--- src/rtl/shift_pkg.sv ---
// rtl/shift_pkg.sv - shared shifter constants and state encoding
package shift_pkg;

    localparam int WIDTH  = 32;
    localparam int SHW    = 5;
    localparam int STRIDE = 4;

    typedef enum logic {
        IDLE  = 1'b0,
        SHIFT = 1'b1
    } shift_state_t;

endpackage

--- src/rtl/shr_step.sv ---
// rtl/shr_step.sv - one right-shift step of the working register (1 or STRIDE positions)
module shr_step
    import shift_pkg::*;
#(
    parameter int WIDTH = shift_pkg::WIDTH
) (
    input  logic [WIDTH-1:0] work,
    input  logic             fill,
    input  logic             big,
    output logic [WIDTH-1:0] next
);

    // Select a wide stride step or a single-bit step, fill bits entering at the top
    always_comb begin
        next = {fill, work[WIDTH-1:1]};
        if (big) begin
            next = {{STRIDE{fill}}, work[WIDTH-1:STRIDE]};
        end
    end

endmodule

--- src/rtl/shr_iterative.sv ---
// rtl/shr_iterative.sv - multicycle logical/arithmetic right shifter (option: SHR_STRIDE4_EN)
module shr_iterative
    import shift_pkg::*;
#(
    parameter int WIDTH = shift_pkg::WIDTH,
    parameter int SHW   = shift_pkg::SHW
) (
    input  logic             clock,
    input  logic             reset,
    input  logic             start,
    input  logic [WIDTH-1:0] in,
    input  logic [SHW-1:0]   sh_amt,
    input  logic             arith,
    output logic [WIDTH-1:0] out,
    output logic             valid,
    output logic             busy
);

    shift_state_t     state;
    logic [WIDTH-1:0] work;
    logic [SHW-1:0]   cnt;
    logic             fill;

    logic             big;
    logic [SHW-1:0]   step_amt;
    logic [SHW-1:0]   cnt_next;
    logic [WIDTH-1:0] work_next;

`ifdef SHR_STRIDE4_EN
    assign big = (cnt >= SHW'(STRIDE));
`else
    assign big = 1'b0;
`endif

    assign step_amt = big ? SHW'(STRIDE) : SHW'(1);
    assign cnt_next = cnt - step_amt;

    shr_step #(
        .WIDTH (WIDTH)
    ) u_step (
        .work (work),
        .fill (fill),
        .big  (big),
        .next (work_next)
    );

    // Control FSM: accept a request in IDLE, step the working register in SHIFT,
    // publish the result only on the completing edge
    always_ff @(posedge clock) begin
        if (reset) begin
            state <= IDLE;
            out   <= '0;
            valid <= 1'b0;
            busy  <= 1'b0;
            work  <= '0;
            cnt   <= '0;
            fill  <= 1'b0;
        end else begin
            case (state)
                IDLE: begin
                    if (start) begin
                        work  <= in;
                        cnt   <= sh_amt;
                        fill  <= arith & in[WIDTH-1];
                        valid <= 1'b0;
                        if (sh_amt == '0) begin
                            out   <= in;
                            valid <= 1'b1;
                        end else begin
                            busy  <= 1'b1;
                            state <= SHIFT;
                        end
                    end
                end
                SHIFT: begin
                    work <= work_next;
                    cnt  <= cnt_next;
                    if (cnt_next == '0) begin
                        out   <= work_next;
                        valid <= 1'b1;
                        busy  <= 1'b0;
                        state <= IDLE;
                    end
                end
                default: begin
                    state <= IDLE;
                    busy  <= 1'b0;
                end
            endcase
        end
    end

endmodule

--- config.mk ---
export PLATFORM = sky130hd
export DESIGN_NAME = shr_iterative
export DESIGN_NICKNAME = d
export VERILOG_FILES = /design/src/rtl/shift_pkg.sv /design/src/rtl/shr_step.sv /design/src/rtl/shr_iterative.sv
export SDC_FILE = /design/constraint.sdc
export NUM_CORES = 1
export LEC_CHECK = 0
export ABC_AREA = 1
export CAP_MARGIN = 5
export CORE_AREA = 2 2 71 106
export CTS_CLUSTER_DIAMETER = 100
export DETAILED_ROUTE_END_ITERATION = 8
export DIE_AREA = 0 0 73 108
export PLACE_DENSITY = 0.74
export SETUP_SLACK_MARGIN = 0.5
export SYNTH_ARGS = -nofsm -noshare
export SYNTH_HDL_FRONTEND = slang
export SYNTH_SLANG_ARGS = --single-unit
--- constraint.sdc ---
create_clock -name clock -period 1.4 [get_ports clock]
set_input_delay 0.42 -clock clock [delete_from_list [all_inputs] [get_ports clock]]
set_output_delay 0.42 -clock clock [all_outputs]
set_load 0.03 [all_outputs]
Yosys cells after proc, flatten, opt, wreduce, memory -nomap -nowiden
Cells that the tools add are included.

word-level totals
  logic and storage cells = 40
  latch bits = 0
  flip-flop bits (word level) = 73
  bits in writable memories = 0
  input bits = 41
  bits in read-only memories = 0
  output and inout port bits = 34
  memories kept = 0

cells by class
  bitwise gates (word level) = 2
  equal/unequal tests = 4
  multipliers = 0
  shift operators = 0
  add/subtract/negate cells = 1
  mux-type cells = 20
  div/mod/pow operators = 0
  magnitude comparators = 0
  reduce and logical (&&, ||, !) cells = 6

operators by type and width
  cell                                              count
  2-to-1 mux 32 bit                                 4
  one-hot mux 32 bit (2 select lines)               2
  logical NOT 5 bit                                 2
  one-hot mux 5 bit (2 select lines)                1
  2-to-1 mux 1 bit                                  9
  != test 2 bit, second input constant              3
  one-hot mux 1 bit (2 select lines)                3
  AND reduction 3 bit                               2
  2-to-1 mux 5 bit                                  1
  subtractor 5 x 1 -> 5 bit, second input constant  1
  AND reduction 2 bit                               2
  != test 2 x 1 -> 1 bit, second input constant     1
  AND 1 bit                                         1
  NOT 1 bit                                         1

Logic depth before layout (Yosys ltp)
Gate-level depths: netlist of run 1.

  word-level depth = 4
  depth in mapped cells = 12
  mapped depth without buffers = 12

By module
Synthesis of run 1 repeated with hierarchy kept, for this count alone.

unflattened totals
  cells, all modules = 491
  area, all modules = 3467.1 µm²

modules (own cells, without submodules)
  module         sequential area each (µm²)  area an instance (µm²)  times used  cells an instance
  shr_iterative  1461.4                      3075.4                  1           392
  shr_step       0.0                         391.6                   1           99

Worst setup path before layout of run 1
No wires, ideal clock.

  kind = register to register
  from = register cnt[0]
  to = register out[17]
  stages on the path, launching flop included = 12
  required time = 1286 ps
  path buffers = 1
  data arrival time = 1365 ps
  clock period less this slack = 1479 ps
  slack = -79 ps
  library setup time = 114 ps
  path through = dfxtp_1 -> inv_1 -> ha_1 -> nand2_1 -> nand2_2 -> nor2_4 -> nand3_4 -> nand2_8 -> buf_6 -> nand2_1 -> nand2_1 -> nor2_1

between the ends
  cells in the longest elaborated chain, start to end = 4

ends and longest elaborated chain
  element                           line                 text
  start: declaration                shr_iterative.sv:21  logic [SHW-1:0] cnt;
  start signal: assignment          shr_iterative.sv:63  cnt <= sh_amt;
  start signal: assignment          shr_iterative.sv:77  cnt <= cnt_next;
  subtractor 5 x 1 -> 5 bit         shr_iterative.sv:36  assign cnt_next = cnt - step_amt;
  logical NOT 5 bit                 shr_iterative.sv:78  if (cnt_next == '0) begin
  != test 2 x 1 -> 1 bit (no line)  --
  AND reduction 3 bit (no line)     --
  end signal: assignment            shr_iterative.sv:67  out <= in;
  end signal: assignment            shr_iterative.sv:79  out <= work_next;
  end: declaration                  shr_iterative.sv:14  output logic [WIDTH-1:0] out,

Every way passes these cells.
A chain may end at the register's enable or synchronous reset.

Final worst setup path of run 1
  from = register cnt[0]
  to = register out[31]

The elaborated chain is that of the path after synthesis.

==> out/qor.yml, run 1 <==
routed_via_density: 5.71
overflow: 0
cts_max_level: 3
initial_core_util_pct: 43.2
final.setup.tns_ns: -8.26
p_comb_share_pct: 26.3
fill_cells: 397
insertedDiodeCount: 0
status: "complete, but fails checks"
wl_per_cell_um: 19.6
routed_wirelength_um: 12000
cts_tree: "built"
portBuffers: 74
power_density_nw_per_um2: 989
leakage_nw: 2.28
root_buffer: "clkbuf_8"
post-dp-hpwl_um: 5560
finalSetupViolCount: 37
grt_pass1_wl_um: 16700
critPathMaxFanout: 5
cts_sinks: 72
insertion_delay_ns: 0.36
io_pins: 75
die_area_um2: 7880
critPathLaunchType: "flip-flop"
maxSlewViolCount: 0
worstPathCellList: "inv_2 -> ha_4 -> nand3_1 -> nand2_1 -> nand2_2 -> nand3_4 -> buf_4 -> nand2_8 -> a21oi_1 -> nor2_1"
syn_nets: 433
rsz0062_at_grt: "true"
internal_power_mw: 3.74
worstSetupEndpointType: "flip-flop"
p_sw_share_pct: 29.9
pwr-share-seq_pct: 43.0
via_count: 3501
muxShareOfSynthArea_pct: 0.671
crit_type: "flip-flop to flip-flop"
drtIter0Drc: 197
yosysSeqAreaShare_pct: 48.3
antenna_left: 0
max_stage_delay_ns: 0.35
required_ns: 1.63
worstMarginPinSlew_ns: 0.512
maxSlewHeadroom_pct: 64.9
hp-class: "flip-flop to flip-flop"
dp_slack_ns: -0.431
synthXorXnorAreaFrac_pct: 0
grt_pass1_vias: 3463
synth_simple_gate_area_share_pct: 23.8
clockBufferDepth: 2
yosysUniqueCellTypes: 29
netlist_instances: 390
dr.pass1.iters: 7
drive_above_1_share_pct: 49.2
synth_area_per_cell_um2: 7.65
finClkSkew_ns: 0.0149
synth_compound_area_share_pct: 19.1
yosys.area_share.adder_pct: 0.839
synth.ff_latch_count: 72
die_y_um: 108
maxCapViolations: 0
clkPwrFrac_pct: 30.7
fin_ws_ns: -0.306
grt_max_degree: 21
max_freq_ghz: 0.586
drc: 0
track_usage_pct: 27.9
arrival_ns: 1.94
cts_buffers: 9
crit_slowest_cell: "dfxtp_2"
clk_pin_slew_ns: 0.07
synth_area_um2: 2980
fin_crit_sh_pct: 122
die_w_um: 73
hold_viol: 0
yosys_warnings: 0
finalNetCount: 574
place_congestion: 0.843
antenna_found_initial: 0
power.switching_mw: 1.60
syn_to_final_growth_pct: 81.0
violations: "negative setup slack"
cts_hold_buf: 0
ir_worst_vdd_mv: 0.772
rows: 37
synth_top_family_by_area: "simple AND/OR/NAND/NOR gates"
core_area_um2: 6900
finalWorstPathRequiredPeriod_ns: 1.71
==> cells in the mapped netlist <==
library cell	number	share of area (%)
o211ai_1	1	0.25
o221ai_1	1	0.29
a21oi_1	37	6.2
nand4_2	1	0.42
nand3_1	9	1.5
nand3_4	1	0.59
buf_1	1	0.13
buf_6	7	2.6
nor2_2	1	0.21
nand4_1	1	0.21
nand2_1	82	10
clkbuf_1	12	1.5
a31oi_1	1	0.21
nand2_2	4	0.84
nor2_1	67	8.4
a211oi_1	1	0.25
o21ai_0	31	5.2
buf_2	7	1.2
nor2_4	1	0.38
nor3_1	1	0.17
dfxtp_1	72	48
o21a_1	1	0.25
ha_1	2	0.84
inv_1	12	1.5
a221oi_1	1	0.29
nand2_8	1	0.67
inv_2	3	0.38
mux2i_1	2	0.67
o22ai_1	29	6.1
==> placed cells by master, fill, tap and decap left out, types with 17 or more instances in the layout <==
| cell | n |
|---|---|
| a21oi_1 | 20 |
| a21oi_2 | 17 |
| buf_12 | 17 |
| buf_4 | 52 |
| buf_6 | 35 |
| clkdlybuf4s50_1 | 38 |
| dfxtp_1 | 35 |
| dfxtp_2 | 32 |
| nand2_1 | 72 |
| nor2_1 | 62 |
| o21ai_2 | 25 |
| o22ai_1 | 22 |
==> layout make-up <==
type	instances	area, um^2	area share (%)
clock inverter	4	45.0	0.834
inverter	15	86.3	1.60
timing repair buffer	154	1750	32.5
timing repair inverter	2	27.5	0.510
multi-input combinational	277	1750	32.4
clock buffer	11	141	2.62
tap	78	97.6	1.81
sequential	72	1500	27.8
==> path summary, 6_finish.rpt <==
check	cells after the start	from	slack, ns	to
worst max-delay path	10	cnt[0]$_SDFFE_PP0P_	-0.31	out[31]$_SDFFE_PP0P_
worst min-delay path	2	out[18]$_SDFFE_PP0P_	0.48	out[18]$_SDFFE_PP0P_
worst max register to register	10	cnt[0]$_SDFFE_PP0P_	-0.31	out[31]$_SDFFE_PP0P_
worst min register to register	2	out[18]$_SDFFE_PP0P_	0.48	out[18]$_SDFFE_PP0P_
==> registers in the layout (all words and copies together), names as in the netlist <==
name / cells
valid: 1
busy: 1
state: 1
fill: 1
out: 32
work: 31
cnt: 5
==> critical path, delay by kind of cell (launching register included) <==
family,cells,cell delay (ns)
compound gates,1,0.21
fa+ha+maj,1,0.17
buf+inv,2,0.25
flops,1,0.35
simple gates,6,0.62
==> per-layer routing <==
layer / track usage, % / vias up / wire, um
met1: 31.6 / 1676 / 4360
met5: 0 / - / 0
met3: 5.50 / 49 / 672
met4: 15.9 / 0 / 607
li1: - / 1595 / -
met2: 47.7 / 181 / 6380
==> through the flow <==
step                std cells  hold slack, ns  power (mW)  util [%]  instance area, um^2
floorplan                 390           0.433        2.81         -                 3060
global placement          562           0.455        3.22      59.9                 4130
detailed placement        562           0.455        3.24      59.9                 4130
CTS                       605           0.471        5.12      74.5                 5140
global route              613           0.507        5.49      78.3                 5400
finish                    613           0.479        5.34      78.3                 5400
==> power groups by stage <==
stage / clock network (mW) / registers [mW] / logic (mW)
6_report: 1.64 / 2.30 / 1.40
5_1_grt: 1.71 / 2.30 / 1.47
4_1_cts: 1.62 / 2.28 / 1.22
3_5_place_dp: 0 / 2.30 / 0.946
3_3_place_gp: 0 / 2.29 / 0.931
2_1_floorplan: 0 / 2.32 / 0.483
==> logic make-up after synthesis <==
family                     count (synthesis)
DFF                                       72
and+or+nand+nor                          169
buffers and inverters                     42
AOI/OAI and AO/OA                        103
muxes                                      2
adders and majority gates                  2
==> repair_timing <==
action | in CTS | in global routing
pin swaps | 22 | 14
gates cloned | 9 | 0
setup buffers | 19 | 8
endpoints found under the setup margin | 106 | 106
hold endpoints to repair | 0 | 0
resized for setup | 153 | 47
(Power assumes the default switching activity.)
==> run 2, diff against run 1 <==
--- a/config.mk
+++ b/config.mk
@@ -11,6 +11,7 @@
 export CTS_CLUSTER_DIAMETER = 100
 export DETAILED_ROUTE_END_ITERATION = 8
 export DIE_AREA = 0 0 73 108
+export GPL_TIMING_DRIVEN = 0
 export PLACE_DENSITY = 0.74
 export SETUP_SLACK_MARGIN = 0.5
 export SYNTH_ARGS = -nofsm -noshare
==> run 2 against run 1 <==
  * The flow still finishes with violations (negative setup slack)
  * Worst setup slack gained 0.073 ns
  * Sequential share of layout area grew 0.18 points
  * Clock skew fell by 0.0012 ns
  * Utilization down 1.0 points
  * Count of clock-buffer cells in the layout is the same
  * Critical path type unchanged
  * Largest cell class is now multi-input gates
==> out/qor.yml, run 2 (synthesis gave the netlist of run 1 again) <==
crit_start: "cnt[0]$_SDFFE_PP0P_"  # unchanged
worstMarginPinSlew_ns: 0.406  # was 0.512 ns
finalSetupViolCount: 36  # was 37
cp_common_cell: "nand2_2"
cp.depth: 12  # was 10
status: "complete, but fails checks"  # unchanged
die_y_um: 108  # unchanged
place_congestion: 0.879  # was 0.843
hold_viol: 0  # unchanged
rsz0062_at_grt: "true"  # unchanged
post-dp-hpwl_um: 5710  # was 5560 um
grt_pass1_wl_um: 15700  # was 16700 um
finalWorstPathRequiredPeriod_ns: 1.63  # was 1.71 ns
grt_max_degree: 13  # was 21
drc: 0  # unchanged
grt.met2_usage_pct: 46.2  # was 47.7%
cts_max_level: 3  # unchanged
overflow: 0  # unchanged
cts_buffers: 9  # unchanged
initial_core_util_pct: 43.2  # unchanged
grt_pass1_vias: 3374  # was 3463
finClkSkew_ns: 0.0137  # was 0.0149 ns
hp-class: "flip-flop to flip-flop"  # unchanged
r2r-start: "cnt[0]$_SDFFE_PP0P_"  # unchanged
fin_ws_ns: -0.233  # was -0.306 ns
required_ns: 1.64  # was 1.63 ns
min_path_cells: 2  # unchanged
final_cell_mix: "63 x nor2_1, 53 x buf_6, 45 x nand2_2"  # was 72 x nand2_1, 62 x nor2_1, 52 x buf_4
io_pins: 75  # unchanged
maxSlewViolCount: 0  # unchanged
largest_reg_flops: 32  # unchanged
critPathMaxFanout: 8  # was 5
core_area_um2: 6900  # unchanged
hold_start: "busy$_SDFFE_PP0P_"  # was out[18]$_SDFFE_PP0P_
die_area_um2: 7880  # unchanged
cts_tree: "built"  # unchanged
die_w_um: 73  # unchanged
r2r_setup_slack_ns: -0.23  # was -0.31 ns
multiInputGateArea_um2: 1910  # was 1750 um^2
use_met1_pct: 27.6  # was 31.6%
clk_pin_slew_ns: 0.09  # was 0.07 ns
worst-r2r-cell-count: 12  # was 10
fin_crit_sh_pct: 117  # was 122%
whs_endpoint: "busy$_SDFFE_PP0P_"  # was out[18]$_SDFFE_PP0P_
final_util_pct: 77.2  # was 78.3%
grt_busiest_layer: "met2"  # unchanged
top_regs: "out x32, work x31, cnt x5"  # unchanged
fill_cells: 414  # was 397
track_usage_pct: 25.7  # was 27.9%
r2r-end: "out[22]$_SDFFE_PP0P_"  # was out[31]$_SDFFE_PP0P_
routed_via_density: 5.81  # was 5.71
fin_hold_ws_ns: 0.471  # was 0.479 ns
maxCapViolations: 0  # unchanged
root_buffer: "clkbuf_8"  # unchanged
worstSetupEndpointType: "flip-flop"  # unchanged
routed_wirelength_um: 11700  # was 12000 um
dr.pass1.iters: 6  # was 7
insertion_delay_ns: 0.35  # was 0.36 ns
cp_top_family: "simple AND/OR/NAND/NOR gates"  # unchanged
drive_above_1_share_pct: 55.4  # was 49.2%
leakage_nw: 2.22  # was 2.28 nW
postLayoutCellArea_um2: 5330  # was 5400 um^2
rows: 37  # unchanged
power_density_nw_per_um2: 1040  # was 989 nW/um^2
violations: "negative setup slack"  # unchanged
drtIter0Drc: 226  # was 197
crit_slowest_cell: "dfxtp_4"  # was dfxtp_2
register_area_um2: 1490  # was 1500 um^2
worstPathCellList: "inv_4 -> ha_4 -> inv_2 -> nand2_2 -> nand2_2 -> nor2_4 -> nand3_4 -> nand2_8 -> clkbuf_16 -> nand2_2 -> nand2_1 -> nor2_1"  # was inv_2 -> ha_4 -> nand3_1 -> nand2_1 -> nand2_2 -> nand3_4 -> buf_4 -> nand2_8 -> a21oi_1 -> nor2_1
crit_type: "flip-flop to flip-flop"  # unchanged
layout_commonest_cell: "nor2_1"  # was nand2_1
max_stage_delay_ns: 0.36  # was 0.35 ns
wl_per_cell_um: 19.6  # about the same
finalNetCount: 556  # was 574
regMostFlops: "out"  # unchanged
cts_hold_buf: 0  # unchanged
ir_worst_vdd_mv: 0.922  # was 0.772 mV
cp_num_buf_inv: 3  # was 2
max_freq_ghz: 0.612  # was 0.586 GHz
antenna_found_initial: 0  # unchanged
antenna_left: 0  # unchanged
arrival_ns: 1.88  # was 1.94 ns
clockBufferDepth: 2  # unchanged
via_count: 3463  # was 3501
met3_usage_pct: 5.41  # was 5.50%
syn_to_final_growth_pct: 78.6  # was 81.0%
cts_sinks: 72  # unchanged
place_area_um2: 3900  # was 4130 um^2
portBuffers: 74  # unchanged
critPathLaunchType: "flip-flop"  # unchanged
maxSlewHeadroom_pct: 72.1  # was 64.9%
insertedDiodeCount: 0  # unchanged
run 2: cell types whose count changed in the layout (fill, tap and decap cells not counted), sizes merged, moves of 2 or more:
cell,before,now
clkinvlp,0,2
dlygate4sd2,2,0
clkdlybuf4s15,0,2
inv,17,13
buf,113,85
clkbuf,11,23
run 2: area by class of cell:
| class | count | share of cell area (%) |
|---|---|---|
| multi-input cells | 277 | 35.9 |
| flip-flops and latches | 72 | 28.0 |
| repair buffers | 110 | 22.6 |
| plain buffers | 27 | 5.66 |
| clock buffers | 11 | 2.65 |
| well taps | 78 | 1.83 |
| inverters | 15 | 1.57 |
| clock inverters | 5 | 1.50 |
| repair inverters | 1 | 0.305 |
run 2: per-layer routing:
layer / up-vias / part of all wire, %
met4: 0 / 6.4
met3: 70 / 6.1
met1: 1645 / 34
met2: 189 / 54
li1: 1559 / -
met5: - / 0
run 2: tightest hold or removal path: stages (launching register included):
cell,delay [ns]
dfxtp_2,0.34
a21oi_1,0.04
nor2_1,0.07
run 2: power breakdown:
group	leakage (nW)	internal, mW	switching (mW)	total [mW]
combinational	1.51	0.660	0.715	1.38
clock	0.106	1.05	0.810	1.86
sequential	0.609	2.18	0.122	2.30
total	2.22	3.89	1.65	5.54
run 2: worst max-delay path by stage:
stage / end / slack [ns]
finish: out[22]$_SDFFE_PP0P_ / -0.23
global route: out[11]$_SDFFE_PP0P_ / -0.32
CTS: out[20]$_SDFFE_PP0P_ / -0.10
detailed placement: out[20]$_SDFFE_PP0P_ / -0.68
global placement: out[18]$_SDFFE_PP0P_ / -0.68
floorplan: out[17]$_SDFFE_PP0P_ / 0.03
run 2: metrics by stage:
stage / worst slack [ns] / setup TNS (ns) / power, mW / cells
floorplan: 0.0272 / 0 / 2.81 / 390
global placement: -0.681 / -34.45 / 3.09 / 542
finish: -0.233 / -6.40 / 5.54 / 596
CTS: -0.101 / -2.48 / 5.23 / 581
detailed placement: -0.677 / -34.63 / 3.10 / 542
global route: -0.325 / -9.27 / 5.73 / 596
run 2: timing repair:
| action | in CTS | in global routing |
|---|---|---|
| pin swaps | 26 | 46 |
| hold endpoints to repair | 0 | 0 |
| buffers inserted | 13 | 13 |
| cloned | 10 | 2 |
| resized for setup | 388 | 91 |
| endpoints found under the setup margin | 106 | 106 |
==> run 3, diff against run 2 <==
--- a/config.mk
+++ b/config.mk
@@ -7,12 +7,12 @@
 export LEC_CHECK = 0
 export ABC_AREA = 1
 export CAP_MARGIN = 5
-export CORE_AREA = 2 2 71 106
+export CORE_AREA = 8 8 77 112
 export CTS_CLUSTER_DIAMETER = 100
 export DETAILED_ROUTE_END_ITERATION = 8
-export DIE_AREA = 0 0 73 108
+export DIE_AREA = 0 0 85 120
 export GPL_TIMING_DRIVEN = 0
-export PLACE_DENSITY = 0.74
+export PLACE_DENSITY_LB_ADDON = 0.15
 export SETUP_SLACK_MARGIN = 0.5
 export SYNTH_ARGS = -nofsm -noshare
 export SYNTH_HDL_FRONTEND = slang
==> run 3 against run 2 <==
  * The run still ends with negative setup slack left
  * Utilization fell by 5.9 points
  * Via count is 8.2% lower
  * First-iteration DRC count down 20%
  * Critical path type unchanged
  * Highest routed layer unchanged
  * Design area is 5.1% lower
==> out/qor.yml, run 3 (synthesis gave the netlist of run 1 again) <==
cts_max_level: 3  # unchanged
clockBufferDepth: 2  # unchanged
place_congestion: 0.881  # was 0.879
largest_reg_flops: 32  # unchanged
crit_slowest_cell: "dfxtp_2"  # was dfxtp_4
power.switching_mw: 1.48  # was 1.65 mW
required_ns: 1.65  # was 1.64 ns
rsz0062_at_grt: "true"  # unchanged
status: "complete, but fails checks"  # unchanged
cts_tree: "built"  # unchanged
layout_commonest_cell: "nor2_1"  # unchanged
pwr-share-seq_pct: 43.4  # was 41.6%
antenna_found_initial: 0  # unchanged
hp-class: "flip-flop to flip-flop"  # unchanged
finalNonFillerCells: 597  # was 596
max_freq_ghz: 0.608  # was 0.612 GHz
hold_viol: 0  # unchanged
finalSetupViolCount: 67  # was 36
cp_top_family: "simple AND/OR/NAND/NOR gates"  # unchanged
cts_buffers: 9  # unchanged
worstPathCellList: "buf_4 -> nor2_1 -> nand3_1 -> nand2_2 -> nand3_4 -> nand2_8 -> buf_8 -> nand2_1 -> nand2_1 -> nor2_1"  # was inv_4 -> ha_4 -> inv_2 -> nand2_2 -> nand2_2 -> nor2_4 -> nand3_4 -> nand2_8 -> clkbuf_16 -> nand2_2 -> nand2_1 -> nor2_1
portBuffers: 74  # unchanged
finalWorstPathRequiredPeriod_ns: 1.64  # was 1.63 ns
regMostFlops: "out"  # unchanged
antenna_left: 0  # unchanged
dp.cells: 544  # was 542
maxSlewHeadroom_pct: 76.1  # was 72.1%
clk_pin_slew_ns: 0.07  # was 0.09 ns
syn_to_final_growth_pct: 69.5  # was 78.6%
maxCapViolations: 0  # unchanged
arrival_ns: 1.89  # was 1.88 ns
root_buffer: "clkbuf_8"  # unchanged
leakage_nw: 2.13  # was 2.22 nW
via_count: 3180  # was 3463
rows: 38  # was 37
power_mw: 5.27  # was 5.54 mW
finalNetCount: 555  # was 556
critPathLaunchType: "flip-flop"  # unchanged
insertedDiodeCount: 0  # unchanged
grt_pass1_vias: 3281  # was 3374
maxSlewViolCount: 0  # unchanged
cp_num_buf_inv: 2  # was 3
core_area_um2: 7080  # was 6900 um^2
finClkSkew_ns: 0.00421  # was 0.0137 ns
die_y_um: 120  # was 108 um
worstMarginPinSlew_ns: 0.355  # was 0.406 ns
drtIter0Drc: 181  # was 226
power_density_nw_per_um2: 1040  # about the same
r2r_setup_slack_ns: -0.24  # was -0.23 ns
violations: "negative setup slack"  # unchanged
overflow: 0  # unchanged
drc: 0  # unchanged
ir_worst_vdd_mv: 0.879  # was 0.922 mV
io_pins: 75  # unchanged
wl_per_cell_um: 17.9  # was 19.6 um
grt_pass1_wl_um: 15600  # was 15700 um
critPathMaxFanout: 8  # unchanged
top_regs: "out x32, work x31, cnt x5"  # unchanged
cts_sinks: 72  # unchanged
fin_hold_ws_ns: 0.476  # was 0.471 ns
max_stage_delay_ns: 0.34  # was 0.36 ns
routed_via_density: 5.33  # was 5.81
fin_crit_sh_pct: 117  # about the same
die_w_um: 85  # was 73 um
worstSetupEndpointType: "flip-flop"  # unchanged
final_util_pct: 71.3  # was 77.2%
final.setup.tns_ns: -9.57  # was -6.40 ns
fin_ws_ns: -0.244  # was -0.233 ns
die_area_um2: 10200  # was 7880 um^2
clkPwrFrac_pct: 34.3  # was 33.6%
post-dp-hpwl_um: 6250  # was 5710 um
initial_core_util_pct: 42.1  # was 43.2%
dr.pass1.iters: 4  # was 6
fill_cells: 548  # was 414
p_comb_share_pct: 22.3  # was 24.8%
internal_power_mw: 3.80  # was 3.89 mW
drive_above_1_share_pct: 47.2  # was 55.4%
track_usage_pct: 19.3  # was 25.7%
p_sw_share_pct: 28.0  # was 29.7%
grt_max_degree: 12  # was 13
crit_type: "flip-flop to flip-flop"  # unchanged
final_cell_mix: "65 x nor2_1, 53 x nand2_1, 50 x buf_6"  # was 63 x nor2_1, 53 x buf_6, 45 x nand2_2
insertion_delay_ns: 0.36  # was 0.35 ns
routed_wirelength_um: 10700  # was 11700 um
==> run 3: changes by cell type in the layout (fill, tap and decap cells not counted), sizes merged <==
cell           change
clkinv             -2
clkinvlp           -2
buf                -1
clkdlybuf4s15      -1
clkbuf             +3
inv                +1
dlygate4sd2        +1
==> run 3: per-layer routing <==
metal / vias up / global-route usage (%) / part of all wire (%)
li1: 1546 / - / -
met1: 1500 / 18.9 / 36
met2: 102 / 35.3 / 55
met3: 32 / 5.00 / 4.7
met4: 0 / 11.5 / 4.4
met5: - / 0 / 0
==> run 3: stage by stage <==
stage	instance area, um^2	worst slack (ns)
3_5_place_dp	3910	-0.696
5_1_grt	5050	-0.332
4_1_cts	4780	-0.153
6_report	5050	-0.244
2_1_floorplan	3060	0.0272
3_3_place_gp	3910	-0.713
==> run 3: final timing paths <==
| path | endpoint | from | depth (start not counted) |
|---|---|---|---|
| max reg2reg | out[24]$_SDFFE_PP0P_ | cnt[1]$_SDFFE_PP0P_ | 10 |
| max | out[24]$_SDFFE_PP0P_ | cnt[1]$_SDFFE_PP0P_ | 10 |
| min reg2reg | busy$_SDFFE_PP0P_ | busy$_SDFFE_PP0P_ | 2 |
| min | busy$_SDFFE_PP0P_ | busy$_SDFFE_PP0P_ | 2 |
==> run 3: tightest hold or removal path, stage by stage (launching register included) <==
cell	delay, ns
dfxtp_2	0.34
a21oi_1	0.04
nor2_1	0.07
==> run 3: area by class of cell <==
cell class                      count  area [um^2]  share of cell area (%)
Inverter                           15         73.8                    1.46
Tap cell                           80          100                    1.98
Sequential cell                    72         1490                    29.4
Clock inverter                      3         65.1                    1.29
Clock buffer                       13          149                    2.95
Multi-Input combinational cell    277         1700                    33.7
Buffer                             27          290                    5.74
Timing Repair Buffer              110         1190                    23.5
==> run 3: repair_timing <==
| action | in CTS | in global routing |
|---|---|---|
| setup endpoints to repair | 106 | 106 |
| cloned | 5 | 4 |
| buffers inserted | 19 | 9 |
| endpoints found under the hold margin | 0 | 0 |
| pin swaps | 12 | 13 |
| hold buffers | 0 | 0 |
| gates resized for setup | 371 | 45 |
==> run 3: power by group through the flow <==
stage | combinational (mW) | sequential (mW) | clock, mW
final | 1.17 | 2.29 | 1.81
after detailed placement | 0.819 | 2.29 | 0
after global placement | 0.811 | 2.29 | 0
after floorplan | 0.483 | 2.32 | 0
after global routing | 1.25 | 2.30 | 1.92
after CTS | 1.05 | 2.28 | 1.83
